==> config.mk <==
export PLATFORM = sky130hd
export DESIGN_NAME = uart_tx_scheduler
export DESIGN_NICKNAME = d
export VERILOG_FILES = /design/src/rtl/uart_tx_scheduler.sv
export SDC_FILE = /design/constraint.sdc
export NUM_CORES = 1
export LEC_CHECK = 0
export ABC_AREA = 0
export BUFFER_PORTS_ARGS = -buffer_cell sky130_fd_sc_hd__buf_4
export CORE_ASPECT_RATIO = 1.4
export CORE_MARGIN = 4
export CORE_UTILIZATION = 40
export CTS_CLUSTER_DIAMETER = 30
export CTS_CLUSTER_SIZE = 25
export DETAILED_ROUTE_END_ITERATION = 16
export MAX_ROUTING_LAYER = met4
export PLACE_DENSITY_LB_ADDON = 0.05
export SYNTH_ARGS = -nofsm -noshare
export SYNTH_HDL_FRONTEND = slang
export SYNTH_SLANG_ARGS = --single-unit
==> constraint.sdc <==
create_clock -name clk -period 3.32 [get_ports clk]
set_clock_uncertainty 0.15 [all_clocks]
set_input_delay 0.498 -clock clk [delete_from_list [all_inputs] [get_ports clk]]
set_output_delay 0.498 -clock clk [all_outputs]
set_load 0.05 [all_outputs]
==> src/rtl/uart_tx_scheduler.sv <==
// uart_tx_scheduler
// Buffers CPU bytes in a small circular FIFO and hands them to a UART
// transmitter one at a time. It uses a launch / acknowledge / done handshake
// on TX_STATUS. A watchdog in WAIT_ACK covers an acknowledge that is too fast
// to see, or one that never arrives.

module uart_tx_scheduler #(
  parameter int DEPTH       = 4,
  parameter int ACK_TIMEOUT = 16
) (
  input  logic                       clk,
  input  logic                       reset,
  input  logic                       wr_en,
  input  logic [7:0]                 wr_data,
  input  logic                       clr_ovf,
  input  logic                       TX_STATUS,
  output logic [7:0]                 UART_TXD,
  output logic                       TX_EN,
  output logic                       full,
  output logic                       empty,
  output logic [$clog2(DEPTH):0]     count,
  output logic                       busy,
  output logic                       ovf
);

  localparam int AW = $clog2(DEPTH);
  localparam int CW = AW + 1;
  localparam int TW = $clog2(ACK_TIMEOUT) + 1;

  typedef enum logic [1:0] {
    ST_IDLE      = 2'd0,
    ST_LAUNCH    = 2'd1,
    ST_WAIT_ACK  = 2'd2,
    ST_WAIT_DONE = 2'd3
  } state_t;

  // FIFO storage and bookkeeping
  logic [7:0]    mem_r [DEPTH];
  logic [AW-1:0] wr_ptr_r;
  logic [AW-1:0] rd_ptr_r;
  logic [CW-1:0] count_r;
  logic          full_r;
  logic          empty_r;
  logic          ovf_r;

  // Scheduler state and registered outputs
  state_t        state_r;
  logic [TW-1:0] tout_r;
  logic [7:0]    txd_r;
  logic          tx_en_r;
  logic          busy_r;

  // Per-cycle FIFO events
  logic          pop_s;
  logic          push_s;
  logic          drop_s;
  logic [CW-1:0] count_next_s;

  // Decide this cycle's pop, push and drop.
  // A pop frees a slot in the same cycle, so a write to a full FIFO is
  // still accepted when a pop happens at the same time.
  always_comb begin
    pop_s  = 1'b0;
    push_s = 1'b0;
    drop_s = 1'b0;
    if ((state_r == ST_IDLE) && !empty_r && TX_STATUS) begin
      pop_s = 1'b1;
    end else begin
      pop_s = 1'b0;
    end
    if (wr_en && (!full_r || pop_s)) begin
      push_s = 1'b1;
    end else begin
      push_s = 1'b0;
    end
    if (wr_en && full_r && !pop_s) begin
      drop_s = 1'b1;
    end else begin
      drop_s = 1'b0;
    end
  end

  // Compute the next occupancy. A push and a pop in the same cycle cancel out.
  always_comb begin
    count_next_s = count_r;
    case ({push_s, pop_s})
      2'b10:   count_next_s = count_r + CW'(1);
      2'b01:   count_next_s = count_r - CW'(1);
      default: count_next_s = count_r;
    endcase
  end

  // Update FIFO storage, the wrapping pointers, and the registered status flags.
  always_ff @(posedge clk or posedge reset) begin
    if (reset) begin
      for (int i = 0; i < DEPTH; i++) begin
        mem_r[i] <= 8'h00;
      end
      wr_ptr_r <= '0;
      rd_ptr_r <= '0;
      count_r  <= '0;
      full_r   <= 1'b0;
      empty_r  <= 1'b1;
    end else begin
      if (push_s) begin
        mem_r[wr_ptr_r] <= wr_data;
        wr_ptr_r        <= wr_ptr_r + AW'(1);
      end
      if (pop_s) begin
        rd_ptr_r <= rd_ptr_r + AW'(1);
      end
      count_r <= count_next_s;
      full_r  <= (count_next_s == CW'(DEPTH));
      empty_r <= (count_next_s == CW'(0));
    end
  end

  // Sticky overflow flag. A new drop wins over a clear in the same cycle.
  always_ff @(posedge clk or posedge reset) begin
    if (reset) begin
      ovf_r <= 1'b0;
    end else if (drop_s) begin
      ovf_r <= 1'b1;
    end else if (clr_ovf) begin
      ovf_r <= 1'b0;
    end else begin
      ovf_r <= ovf_r;
    end
  end

  // Launch FSM.
  // TX_EN, busy and UART_TXD are registered with each transition, so they
  // line up exactly with the state they describe.
  always_ff @(posedge clk or posedge reset) begin
    if (reset) begin
      state_r <= ST_IDLE;
      tout_r  <= '0;
      txd_r   <= 8'h00;
      tx_en_r <= 1'b0;
      busy_r  <= 1'b0;
    end else begin
      case (state_r)
        ST_IDLE: begin
          tout_r <= '0;
          if (pop_s) begin
            txd_r   <= mem_r[rd_ptr_r];
            tx_en_r <= 1'b1;
            busy_r  <= 1'b1;
            state_r <= ST_LAUNCH;
          end else begin
            tx_en_r <= 1'b0;
            busy_r  <= 1'b0;
          end
        end
        ST_LAUNCH: begin
          tx_en_r <= 1'b0;
          busy_r  <= 1'b1;
          tout_r  <= '0;
          state_r <= ST_WAIT_ACK;
        end
        ST_WAIT_ACK: begin
          tx_en_r <= 1'b0;
          busy_r  <= 1'b1;
          // A missing acknowledge must not stall the queue forever.
          if (!TX_STATUS || (tout_r == TW'(ACK_TIMEOUT - 1))) begin
            tout_r  <= '0;
            state_r <= ST_WAIT_DONE;
          end else begin
            tout_r  <= tout_r + TW'(1);
          end
        end
        ST_WAIT_DONE: begin
          tx_en_r <= 1'b0;
          tout_r  <= '0;
          if (TX_STATUS) begin
            busy_r  <= 1'b0;
            state_r <= ST_IDLE;
          end else begin
            busy_r  <= 1'b1;
          end
        end
        default: begin
          tx_en_r <= 1'b0;
          busy_r  <= 1'b0;
          tout_r  <= '0;
          state_r <= ST_IDLE;
        end
      endcase
    end
  end

  assign UART_TXD = txd_r;
  assign TX_EN    = tx_en_r;
  assign full     = full_r;
  assign empty    = empty_r;
  assign count    = count_r;
  assign busy     = busy_r;
  assign ovf      = ovf_r;

endmodule

==> results of run 1 <==
[cells in the final DEF (no fill, tap or decap), drive strengths merged, types with 5 or more instances in the layout]
cell,count
inv,12
buf,31
mux2,34
xnor2,5
nand2,31
dfrtp,58
nor2,6
ha,11
mux4,8
clkbuf,10
[how the worst max path moves through the flow]
| stage | start | to | slack (ns) | depth (start not counted) |
|---|---|---|---|---|
| 2_1_floorplan | empty$_DFF_PP1_ | full$_DFF_PP0_ | 0.59 | 9 |
| 6_report | state_r[0]$_DFFE_PP0P_ | full$_DFF_PP0_ | 0.61 | 11 |
| 3_5_place_dp | state_r[0]$_DFFE_PP0P_ | full$_DFF_PP0_ | 0.59 | 11 |
| 4_1_cts | state_r[0]$_DFFE_PP0P_ | full$_DFF_PP0_ | 0.59 | 11 |
| 5_1_grt | state_r[0]$_DFFE_PP0P_ | full$_DFF_PP0_ | 0.37 | 11 |
| 3_3_place_gp | state_r[0]$_DFFE_PP0P_ | full$_DFF_PP0_ | 0.69 | 11 |
[area by class of cell]
class / count / area share [%]
clock buffer: 10 / 4.33
clock inverter: 6 / 1.30
tap: 74 / 2.91
timing repair buffer: 31 / 7.31
inverter: 13 / 1.53
multi-input combinational: 125 / 36.2
sequential: 59 / 46.4
[layer usage]
metal | global-route usage (%) | vias to the layer above | routed length (um)
li1 | - | 762 | -
met1 | 16.2 | 836 | 2120
met5 | - | - | 0
met3 | 5.04 | 2 | 162
met4 | 4.96 | 0 | 36
met2 | 28.2 | 31 | 3020
[logic make-up (layout without fill, tap and decap cells)]
group	count (synthesis)	after routing
buffers and inverters	18	60
adders and majority gates	12	12
muxes	43	43
xor gates and xnor gates	7	7
AOI/OAI and AO/OA	13	13
DFF	59	59
and+or+nand+nor	50	50
[report_power, final]
group | internal [mW] | leakage, nW | switching (mW)
logic | 0.661 | 0.659 | 0.713
clock network | 0.289 | 0.0843 | 0.287
registers | 1.05 | 0.720 | 0.238
[critical path: cells and delay by family, from the launching register on]
kind                       cells  cell delay (ns)
buffers and inverters          3             0.27
adders and majority gates      3             0.82
DFF                            1             0.38
and+or+nand+nor                2             0.37
AOI/OAI and AO/OA              3             0.61
[registers in the layout (all words and copies together) (netlist names)]
name and cells:
mem_r 32, UART_TXD 8, count 3, rd_ptr_r 2, state_r 2, tout_r 5, TX_EN 1, ovf 1
busy 1, full 1, empty 1, wr_ptr_r 2
==> flow_summary.rst, run 1 <==
.. list-table::
   :header-rows: 1

   * - Metric
     - Value
   * - Count of input and output buffers
     - 28
   * - GP Congestion
     - approximately 0.7
   * - Critical Path AT
     - between 2 and 3 ns
   * - Antenna violations before repair
     - 0
   * - Outcome
     - complete, no violations
   * - GRT Residual Overflow
     - 0
   * - Number of iterations in the first detailed-routing pass
     - 4
   * - Post-route antenna net violation count
     - 0
   * - Least setup slack across all paths after layout
     - roughly 0.61 ns
   * - Top-Level Pins
     - 29
   * - Kind of end point of the critical path
     - flop
   * - FFs w/ async S/R, synth
     - 100%
   * - Post-route core utilization
     - 48.4%
   * - Pin count of the biggest net entering global routing
     - 32
   * - Share of synthesized area spent on multiplexers
     - about a fifth
   * - Library cell with the highest instance count after synthesis
     - dfrtp_1
   * - Area share of xor/xnor cells in the synthesized design
     - under 10%
   * - Crit-path most repeated cell
     - inv_1
   * - Cell row count
     - 35
   * - Maximum capacitance violations
     - 0
   * - Floorplan die height
     - 105 um
   * - Synth warn
     - 0
   * - DR iter-0 viols
     - slightly above 90
   * - Ys flop type
     - dfrtp_1
   * - Synth area leaders
     - dfrtp_1, mux2_2, mux4_2
   * - Post-placement cell area
     - about 0.003 sq mm
   * - Number of clock sinks
     - 59
   * - Clock network latency to the later pin of the worst-skew pair
     - 0.33 ns
   * - Worst Max-Slew Pin Slew
     - 0.615 ns
   * - Power density normalized to cell area
     - 1020 mW/mm^2
   * - Number of global-route vias before repair
     - 1,862
   * - Final cell count without fillers
     - between 300 and 400
   * - Final Hold Vio Count
     - 0
   * - Dominant combinational cell family by area after synthesis
     - multiplexers
   * - H-tree Lvls
     - 3
   * - Multi-input logic area
     - roughly 0.0012 sq mm
   * - Beginning of the worst register-to-register path
     - state_r[0]$_DFFE_PP0P_
   * - Remaining design rule violation count
     - 0
   * - Final routed wirelength across all metal layers
     - approximately 5300 um
   * - Hold Worst Slack
     - 0.0993 ns
   * - Slew margin rel.
     - between 50% and 60%
   * - Cell Area, Synth
     - approximately 0.0027 sq mm
   * - R2r setup slk
     - between 0.6 and 0.7 ns
   * - Die area
     - ~0.0082 sq mm
   * - Fin nets
     - ~260
   * - Number of buffers added to fix hold violations after cts
     - 0
   * - Global-route wire length before repair
     - around 9400 um
   * - Biggest cell delay along the critical path
     - 0.42 ns
   * - Final setup fails
     - 0
   * - Clock buffer count from CTS
     - 9
   * - Routed wire per std cell
     - between 15 and 20 um
   * - Width of the chip
     - just under 80 um
   * - Category of the critical setup timing path
     - flop to flop
   * - Cell variety after synth
     - 34
   * - Cell total after placement
     - approximately 300
   * - Post-Place Worst Slack
     - ~0.59 ns
   * - Number of enable-type register cells in the synthesized netlist
     - 0
   * - Cell count after synthesis
     - roughly 200
   * - Fraction of final layout cells with drive strength greater than 1
     - between 40% and 50%
   * - Largest fanout on the critical path
     - 4
   * - Simple-gate portion of the synthesized area
     - 8.23%
   * - Detailed placer's ending HPWL
     - around 3800 um
   * - Gates resized, CTS repair
     - 0
   * - Root cell of the clock tree
     - clkbuf_8
   * - Kind of start point of the critical path
     - flop
   * - Sequential share of the synthesized area
     - a little over half
   * - Crit-path slowest cell
     - fa_1
   * - Initial Utilization
     - approximately 40%
   * - Clock tree from TritonCTS
     - done
   * - CTS clock-pin slew for the worst setup and hold paths
     - 0.07 ns
   * - Vias post-DR
     - 1,631
   * - Fraction of the cycle the final worst path needs
     - 81.6%
   * - Area share of the largest cell type after synthesis
     - 53.6%
   * - Compound-gate portion of the synthesized area
     - just over 5%
   * - Pleak
     - about 1.5 nW
   * - Overall power of the completed layout
     - around 3.2 mW
   * - Type of the most critical hold path
     - input port to asynchronous set/reset pin
   * - Per-instance average area after synthesis
     - 13.4 sq um
   * - Total setup buffers inserted after CTS
     - 0
   * - Most numerous cell types in the synthesized netlist
     - dfrtp_1, mux2_2, nand2_1
   * - Net count after synthesis
     - 227
   * - Post-Route Setup TNS
     - 0 ns
   * - Area grow syn2layout
     - 17.6%
   * - Number of antenna diodes
     - 0
   * - Worst path required time
     - between 3 and 4 ns
   * - RSZ-0062 raised after global routing
     - false
   * - DR vias/cell
     - 5.13
   * - Standard cell core area
     - ~0.0066 sq mm
   * - Largest buffer count on any clock path
     - 2
   * - Maximum resistive drop on vdd
     - roughly 0.37 mV
   * - Final max-slew violation count
     - 0
   * - Post-synthesis cell type with the largest combined area
     - dfrtp_1
   * - Area occupied by registers
     - around 0.0015 sq mm
   * - Final standard cell area without fillers
     - about 0.0032 sq mm
   * - R2R cell count
     - 11
   * - Post-Synth Adder-Cell Area
     - under 10%
   * - Sequence of cells on the critical path
     - inv_1 -> ha_1 -> nand3b_1 -> a21boi_2 -> inv_1 -> ha_1 -> inv_1 -> fa_1 -> and3b_1 -> a31oi_1 -> o21ba_2
   * - Number of synthesized register bits
     - 59
   * - Final min period
     - 2.71 ns
   * - GRT Total Usage
     - between 10% and 20%
   * - Endpoint of the most critical register-to-register path
     - full$_DFF_PP0_
   * - Highest Clock Rate
     - around 370 MHz
   * - # fillers
     - around 620
Note: power is estimated with default switching activity, not from simulation.
==> inputs of run 2 (changes only) <==
ABC_AREA = 1   (was 0)
clock period = 2.3 ns   (was 3.32 ns; I/O delays follow)
==> run 2 against run 1 <==
Effect of this change: combinational power rose by 69%; cell area grew 8.2%; sequential cell count stayed put; worst setup slack got worse by 0.51 ns; largest power group unchanged; highest routed layer unchanged.
==> flow_summary.rst, run 2 <==
.. list-table::
   :header-rows: 1

   * - Metric
     - Value
   * - Outcome
     - complete, no violations
   * - Sequential share of the synthesized area
     - 51.5%
   * - Final routed wirelength across all metal layers
     - 6530 um
   * - Worst path required time
     - 2.40 ns
   * - Psw
     - 2.22 mW
   * - Top-Level Pins
     - 29
   * - Final setup fails
     - 0
   * - Slew margin rel.
     - between 70% and 80%
   * - Proportion of power drawn by flip-flops and latches
     - between 30% and 40%
   * - H-tree Lvls
     - 3
   * - Die area
     - between 0.008 and 0.009 sq mm
   * - Final standard cell area without fillers
     - around 0.0034 sq mm
   * - Clk pwr share
     - 19.2%
   * - Hold Path Origin
     - clr_ovf
   * - Maximum capacitance violations
     - 0
   * - Post-Route Setup TNS
     - 0 ns
   * - Width of the chip
     - 79.6 um
   * - Post-route core utilization
     - between 40% and 50%
   * - Library cell with the highest instance count after synthesis
     - nand2_1
   * - Overall power of the completed layout
     - around 5 mW
   * - GP Congestion
     - 0.764
   * - Global-route wire length before repair
     - between 10,000 and 15,000 um
   * - Post-placement cell area
     - about 0.0032 sq mm
   * - Fraction of final layout cells with drive strength greater than 1
     - 17.9%
   * - Pleak
     - ~1.8 nW
   * - Synth warn
     - 0
   * - Number of synthesized register bits
     - a little under 60
   * - CTS clock-pin slew for the worst setup and hold paths
     - 0.07 ns
   * - Count of input and output buffers
     - 28
   * - Kind of start point of the critical path
     - flop
   * - Detailed placer's ending HPWL
     - approximately 4200 um
   * - Fraction of the cycle the final worst path needs
     - 95.4%
   * - Largest buffer count on any clock path
     - 2
   * - GRT Total Usage
     - approximately 17%
   * - Launch point of the critical path
     - state_r[0]$_DFFE_PP0P_
   * - Per-instance average area after synthesis
     - approximately 8.3 sq um
   * - Vias post-DR
     - between 2,000 and 2,500
   * - DR iter-0 viols
     - 213
   * - Combinational cell fraction of total power
     - between 40 and 50%
   * - Cell row count
     - 36
   * - Post-route antenna net violation count
     - 0
   * - Initial Utilization
     - 41.1%
   * - Routed wire per std cell
     - 13.7 um
   * - Cell variety after synth
     - 22
   * - Final min period
     - around 2.2 ns
   * - Sequence of cells on the critical path
     - inv_1 -> ha_2 -> nand3_4 -> nand2_8 -> nand2_4 -> ha_4 -> inv_2 -> fa_1 -> nand2_1 -> o21ai_2 -> nand3_2 -> a21oi_1
   * - Clock network latency to the later pin of the worst-skew pair
     - about 0.33 ns
   * - Largest register by flop count
     - mem_r
   * - Final max-slew violation count
     - 0
   * - Pint
     - 2.82 mW
   * - Remaining design rule violation count
     - 0
   * - Cell total after placement
     - about 460
   * - Power density normalized to cell area
     - between 1000 and 1500 mW/mm^2
   * - GRT Residual Overflow
     - 0
   * - Maximum resistive drop on vdd
     - ~0.58 mV
   * - # fillers
     - around 700
   * - Pin count of the biggest net entering global routing
     - 60
   * - Commonest non-fill, non-tap cells in the layout
     - nand2_1, dfrtp_1, nand4_1, buf_4, nor2_1
   * - Critical Path AT
     - around 2.3 ns
   * - Number of global-route vias before repair
     - ~2,300
   * - Number of clock sinks
     - 59
   * - Final cell count without fillers
     - 475
   * - Fin nets
     - around 400
   * - Root cell of the clock tree
     - clkbuf_8
   * - Crit-path slowest cell
     - fa_1
   * - Number of iterations in the first detailed-routing pass
     - 4
   * - Number of antenna diodes
     - 0
   * - Ys flop type
     - dfrtp_1
   * - Beginning of the worst register-to-register path
     - state_r[0]$_DFFE_PP0P_
   * - FFs w/ async S/R, synth
     - 100%
   * - Largest fanout on the critical path
     - 4
   * - Post-synthesis cell type with the largest combined area
     - dfrtp_1
   * - Worst Max-Slew Pin Slew
     - about 0.42 ns
   * - Antenna violations before repair
     - 0
   * - Max reg flops
     - 32
   * - Clock tree from TritonCTS
     - done
   * - Cell Area, Synth
     - approximately 0.0029 sq mm
   * - DR vias/cell
     - 5.01
   * - Clock buffer count from CTS
     - 9
   * - Net switching share of the total power
     - between 40% and 50%
   * - Net count after synthesis
     - 370
   * - Commonest non-fill, non-tap cell in the layout
     - nand2_1
   * - Type of the most critical hold path
     - input port to flop
   * - Highest Clock Rate
     - 456 MHz
   * - Synth area leaders
     - dfrtp_1, nand2_1, nand4_1
   * - Floorplan die height
     - ~110 um
   * - Cell count after synthesis
     - about 350
   * - Area share of the largest cell type after synthesis
     - 50.5%
   * - Most numerous cell types in the synthesized netlist
     - nand2_1, dfrtp_1, nand4_1
   * - Biggest cell delay along the critical path
     - between 0.4 and 0.5 ns
   * - Category of the critical setup timing path
     - flop to flop
   * - Number of enable-type register cells in the synthesized netlist
     - 0
   * - Final Hold Vio Count
     - 0
   * - Standard cell core area
     - about 0.0070 sq mm
   * - Area grow syn2layout
     - 19.9%
   * - Kind of end point of the critical path
     - flop
[run 2: what timing repair did]
action	in CTS	in global routing
hold buffers	1	0
hold endpoints to repair	58	0
gates cloned	0	0
buffers inserted	0	2
resized for setup	1	2
setup endpoints to repair	1	2
pin swaps	0	1
[run 2: critical path: cells and delay by family, from the launching register on]
| family | cells | cell delay (ns) |
|---|---|---|
| AND/OR/NAND/NOR | 5 | 0.42 |
| AO/OA/AOI/OAI | 2 | 0.21 |
| flip-flops | 1 | 0.37 |
| buffers and inverters | 2 | 0.13 |
| adder cells (fa/ha/maj) | 3 | 0.84 |
[run 2: stage by stage]
stage / setup slack, ns / hold slack, ns
finish: 0.107 / 0.0379
global route: -0.00738 / 0.0381
CTS: 0.0476 / 0.0187
detailed placement: 0.0209 / 0.292
global placement: 0.109 / 0.289
floorplan: 0.00309 / 0.283
[run 2: kinds of logic (layout without fill, tap and decap cells)]
| kind of cell | after synthesis | in the layout | share of synthesized area [%] |
|---|---|---|---|
| DFF | 59 | 59 | 51.5 |
| and+or+nand+nor | 211 | 211 | 32.4 |
| AOI/OAI and AO/OA | 21 | 21 | 3.66 |
| buffers and inverters | 40 | 75 | 6.36 |
| adders and majority gates | 12 | 12 | 5.49 |
| xor gates and xnor gates | 2 | 2 | 0.610 |
[run 2: final timing paths]
path / endpoint / depth (start not counted) / slack (ns)
setup reg to reg: full$_DFF_PP0_ / 12 / 0.11
max in group asynchronous: empty$_DFF_PP1_ / 4 / 1.23
min in group asynchronous: tout_r[3]$_DFF_PP0_ / 4 / 0.47
hold reg to reg: tout_r[0]$_DFF_PP0_ / 1 / 0.31
hold / removal: ovf$_DFFE_PP0P_ / 2 / 0.04
setup / recovery: full$_DFF_PP0_ / 12 / 0.11
[run 2: area by class of cell]
class	instances	area [sq um]	area share (%)
Multi-Input combinational cell	246	1260	36.6
Tap cell	95	119	3.45
Clock buffer	12	165	4.80
Clock inverter	2	35.0	1.02
Inverter	24	93.8	2.73
Sequential cell	59	1480	42.9
Timing Repair Buffer	37	293	8.51
[run 2: power by group through the flow]
stage          combinational (mW)  clock, mW  sequential (mW)
2_1_floorplan                1.38          0             2.08
3_3_place_gp                 2.26          0             1.78
3_5_place_dp                 2.26          0             1.80
4_1_cts                      2.28       1.00             1.78
5_1_grt                      2.61       1.05             1.84
6_report                     2.31      0.967             1.77
[run 2: metal layers]
metal | track usage, % | up-vias | share of wire (%)
li1 | - | 1181 | -
met1 | 23.0 | 1143 | 47
met2 | 26.6 | 45 | 47
met3 | 2.75 | 12 | 3.8
met4 | 7.00 | 0 | 1.9
met5 | - | - | 0
==> inputs of run 3 (changes only) <==
GPL_TIMING_DRIVEN = 0   (was default)
==> run 3 against run 2 <==
Effect of this change: critical path depth did not move; routed wire length rose by 1.4%; die area did not move; cell area rose by 3.8%; critical path type unchanged; critical endpoint unchanged; largest power group unchanged.
==> flow_summary.rst, run 3 (synthesized netlist as in run 2, its figures left out) <==
.. list-table::
   :header-rows: 1

   * - Metric
     - Value
   * - Final setup fails
     - 0
   * - Met2 WL
     - 3180 um
   * - Worst Max-Slew Pin Slew
     - approximately 0.46 ns
   * - Die area
     - around 0.0086 sq mm
   * - R2r setup slk
     - around 0.08 ns
   * - Post-route antenna net violation count
     - 0
   * - Area occupied by registers
     - roughly 0.0015 sq mm
   * - Maximum resistive drop on vdd
     - 0.627 mV
   * - Pint
     - about 3 mW
   * - Highest Signal Layer
     - met4
   * - Type of the most critical hold path
     - input port to flop
   * - Kind of end point of the critical path
     - flop
   * - Number of iterations in the first detailed-routing pass
     - 5
   * - Commonest non-fill, non-tap cell in the layout
     - nand2_1
   * - Final max-slew violation count
     - 0
   * - Clock network latency to the later pin of the worst-skew pair
     - between 0.3 and 0.4 ns
   * - H-tree Lvls
     - 3
   * - Kind of start point of the critical path
     - flop
   * - Antenna violations before repair
     - 0
   * - Critical Path AT
     - about 2.3 ns
   * - Net switching share of the total power
     - 42.7%
   * - Final min period
     - around 2.2 ns
   * - Max reg flops
     - 32
   * - GRT Residual Overflow
     - 0
   * - Count of input and output buffers
     - 28
   * - Biggest cell delay along the critical path
     - just over 0.4 ns
   * - Hold worst-path end
     - ovf$_DFFE_PP0P_
   * - Proportion of power drawn by flip-flops and latches
     - 32.3%
   * - Fraction of the cycle the final worst path needs
     - a little over nine tenths
   * - Hold Path Cell Cnt
     - 2
   * - Largest fanout on the critical path
     - 4
   * - Final standard cell area without fillers
     - roughly 0.0036 sq mm
   * - GP Congestion
     - roughly 0.82
   * - Slew margin rel.
     - approximately 69%
   * - Number of global-route vias before repair
     - roughly 2,300
   * - Sequence of cells on the critical path
     - inv_1 -> ha_4 -> nand3_4 -> nand2_8 -> nand2_4 -> ha_4 -> inv_2 -> fa_1 -> nand2_1 -> o21ai_2 -> nand3_1 -> a21oi_2
   * - Count of buffer and inverter cells on the critical path
     - 2
   * - Fraction of final layout cells with drive strength greater than 1
     - 19.9%
   * - CTS clock-pin slew for the worst setup and hold paths
     - 0.07 ns
   * - Crit path max-delay family
     - adder cells
   * - Maximum capacitance violations
     - 0
   * - Root cell of the clock tree
     - clkbuf_8
   * - Post-placement cell area
     - 0.00326 sq mm
   * - Crit-path slowest cell
     - fa_1
   * - Routed wire per std cell
     - ~13 um
   * - Combinational cell fraction of total power
     - 46.1%
   * - Final Hold Vio Count
     - 0
   * - Pin count of the biggest net entering global routing
     - between 40 and 50
   * - RSZ-0062 raised after global routing
     - false
   * - Outcome
     - complete, no violations
   * - Top-Level Pins
     - 29
   * - Cell row count
     - 36
   * - Number of clock sinks
     - approximately 60
   * - Global-route wire length before repair
     - approximately 11,000 um
   * - Final routed wirelength across all metal layers
     - around 6600 um
   * - Remaining design rule violation count
     - 0
   * - Width of the chip
     - roughly 80 um
   * - DR iter-0 viols
     - between 150 and 200
   * - Detailed route wirelength on metal3
     - between 200 and 300 um
   * - Number of antenna diodes
     - 0
   * - Clock buffer count from CTS
     - 9
   * - Initial Utilization
     - 41.1%
   * - Vias post-DR
     - 2,365
   * - Endpoint of the most critical register-to-register path
     - full$_DFF_PP0_
   * - Area grow syn2layout
     - 24.4%
   * - Multi-input logic area
     - 0.00127 sq mm
   * - Worst path required time
     - around 2.4 ns
   * - Largest register by flop count
     - mem_r
   * - Power density normalized to cell area
     - approximately 1500 mW/mm^2
   * - Hold Path Origin
     - clr_ovf
   * - R2R cell count
     - 12
   * - Category of the critical setup timing path
     - flop to flop
   * - Beginning of the worst register-to-register path
     - state_r[1]$_DFFE_PP0P_
   * - Highest Clock Rate
     - roughly 450 MHz
   * - Overall power of the completed layout
     - between 5 and 6 mW
   * - Standard cell core area
     - 0.00698 sq mm
   * - Pleak
     - about 1.9 nW
   * - Clk pwr share
     - a little over a fifth
   * - GRT Total Usage
     - 17.7%
   * - DR vias/cell
     - 4.82
   * - # fillers
     - slightly below 700
   * - Detailed-routing wirelength on met1
     - a little over 3000 um
   * - Floorplan die height
     - 108 um
   * - Fin nets
     - around 420
   * - Detailed placer's ending HPWL
     - roughly 4700 um
   * - Largest buffer count on any clock path
     - 2
   * - Psw
     - between 2 and 2.5 mW
   * - Clock tree from TritonCTS
     - done
   * - Commonest non-fill, non-tap cells in the layout
     - nand2_1, dfrtp_1, buf_4, nand4_1, nor2_1
   * - Crit-path most repeated cell
     - ha_4
[run 3: changes by cell type in the layout (fill, tap and decap cells not counted), sizes merged]
cell and change:
buf +9, clkbuf +4, bufinv +2, inv +1
[run 3: repair_timing]
action | 4_1_cts | 5_1_grt
hold endpoints to repair | 17 | 0
hold buffers | 1 | 0
setup endpoints to repair | 2 | 2
pin swaps | 2 | 4
resized for setup | 2 | 5
setup buffers | 3 | 2
[run 3: cell type report]
| type | instances | share of cell area (%) |
|---|---|---|
| Timing Repair Buffer | 35 | 7.77 |
| Clock buffer | 11 | 3.96 |
| Buffer | 16 | 2.52 |
| Inverter | 24 | 2.80 |
| Sequential cell | 59 | 41.4 |
| Tap cell | 95 | 3.33 |
| Multi-Input combinational cell | 246 | 35.5 |
| Clock inverter | 5 | 2.80 |
[run 3: worst max path at each step]
stage / cells after the start / endpoint / slack (ns) / from
global placement: 2 / mem_r[10]$_DFFE_PP0P_ / -0.53 / reset
finish: 12 / full$_DFF_PP0_ / 0.08 / state_r[1]$_DFFE_PP0P_
CTS: 12 / full$_DFF_PP0_ / 0.03 / state_r[0]$_DFFE_PP0P_
detailed placement: 11 / full$_DFF_PP0_ / -0.11 / state_r[0]$_DFFE_PP0P_
floorplan: 11 / full$_DFF_PP0_ / 0.003 / empty$_DFF_PP1_
global route: 12 / full$_DFF_PP0_ / 0.008 / state_r[1]$_DFFE_PP0P_
[run 3: worst register-to-register path: stages (launching register included)]
cell and delay, ns:
dfrtp_1 0.38, inv_1 0.12, ha_4 0.17, nand3_4 0.14
nand2_8 0.12, nand2_4 0.07, ha_4 0.18, inv_2 0.05
fa_1 0.41, nand2_1 0.09, o21ai_2 0.06, nand3_1 0.13
a21oi_2 0.04
[run 3: layer usage]
metal	GRT usage, %	up-vias
met5	-	-
met4	7.74	0
met3	3.67	11
met2	26.9	50
met1	22.6	1093
li1	-	1211
[run 3: metrics by stage]
| stage | hold WS [ns] | setup TNS, ns | setup slack [ns] | util (%) | instances |
|---|---|---|---|---|---|
| CTS | 0.0153 | 0 | 0.0279 | 50.7 | 489 |
| global placement | 0.298 | -30.85 | -0.534 | 46.4 | 468 |
| detailed placement | 0.235 | -0.205 | -0.107 | 46.7 | 469 |
| global route | 0.0341 | 0 | 0.00833 | 51.2 | 491 |
| floorplan | 0.283 | 0 | 0.00309 | - | 345 |
| finish | 0.0308 | 0 | 0.0824 | 51.2 | 491 |
[run 3: power groups by stage]
stage / clock network (mW) / registers (mW) / logic (mW)
final: 1.16 / 1.72 / 2.46
after detailed placement: 0 / 1.74 / 2.36
after global placement: 0 / 1.73 / 2.34
after global routing: 1.24 / 1.78 / 2.75
after CTS: 1.19 / 1.72 / 2.42
after floorplan: 0 / 2.08 / 1.38
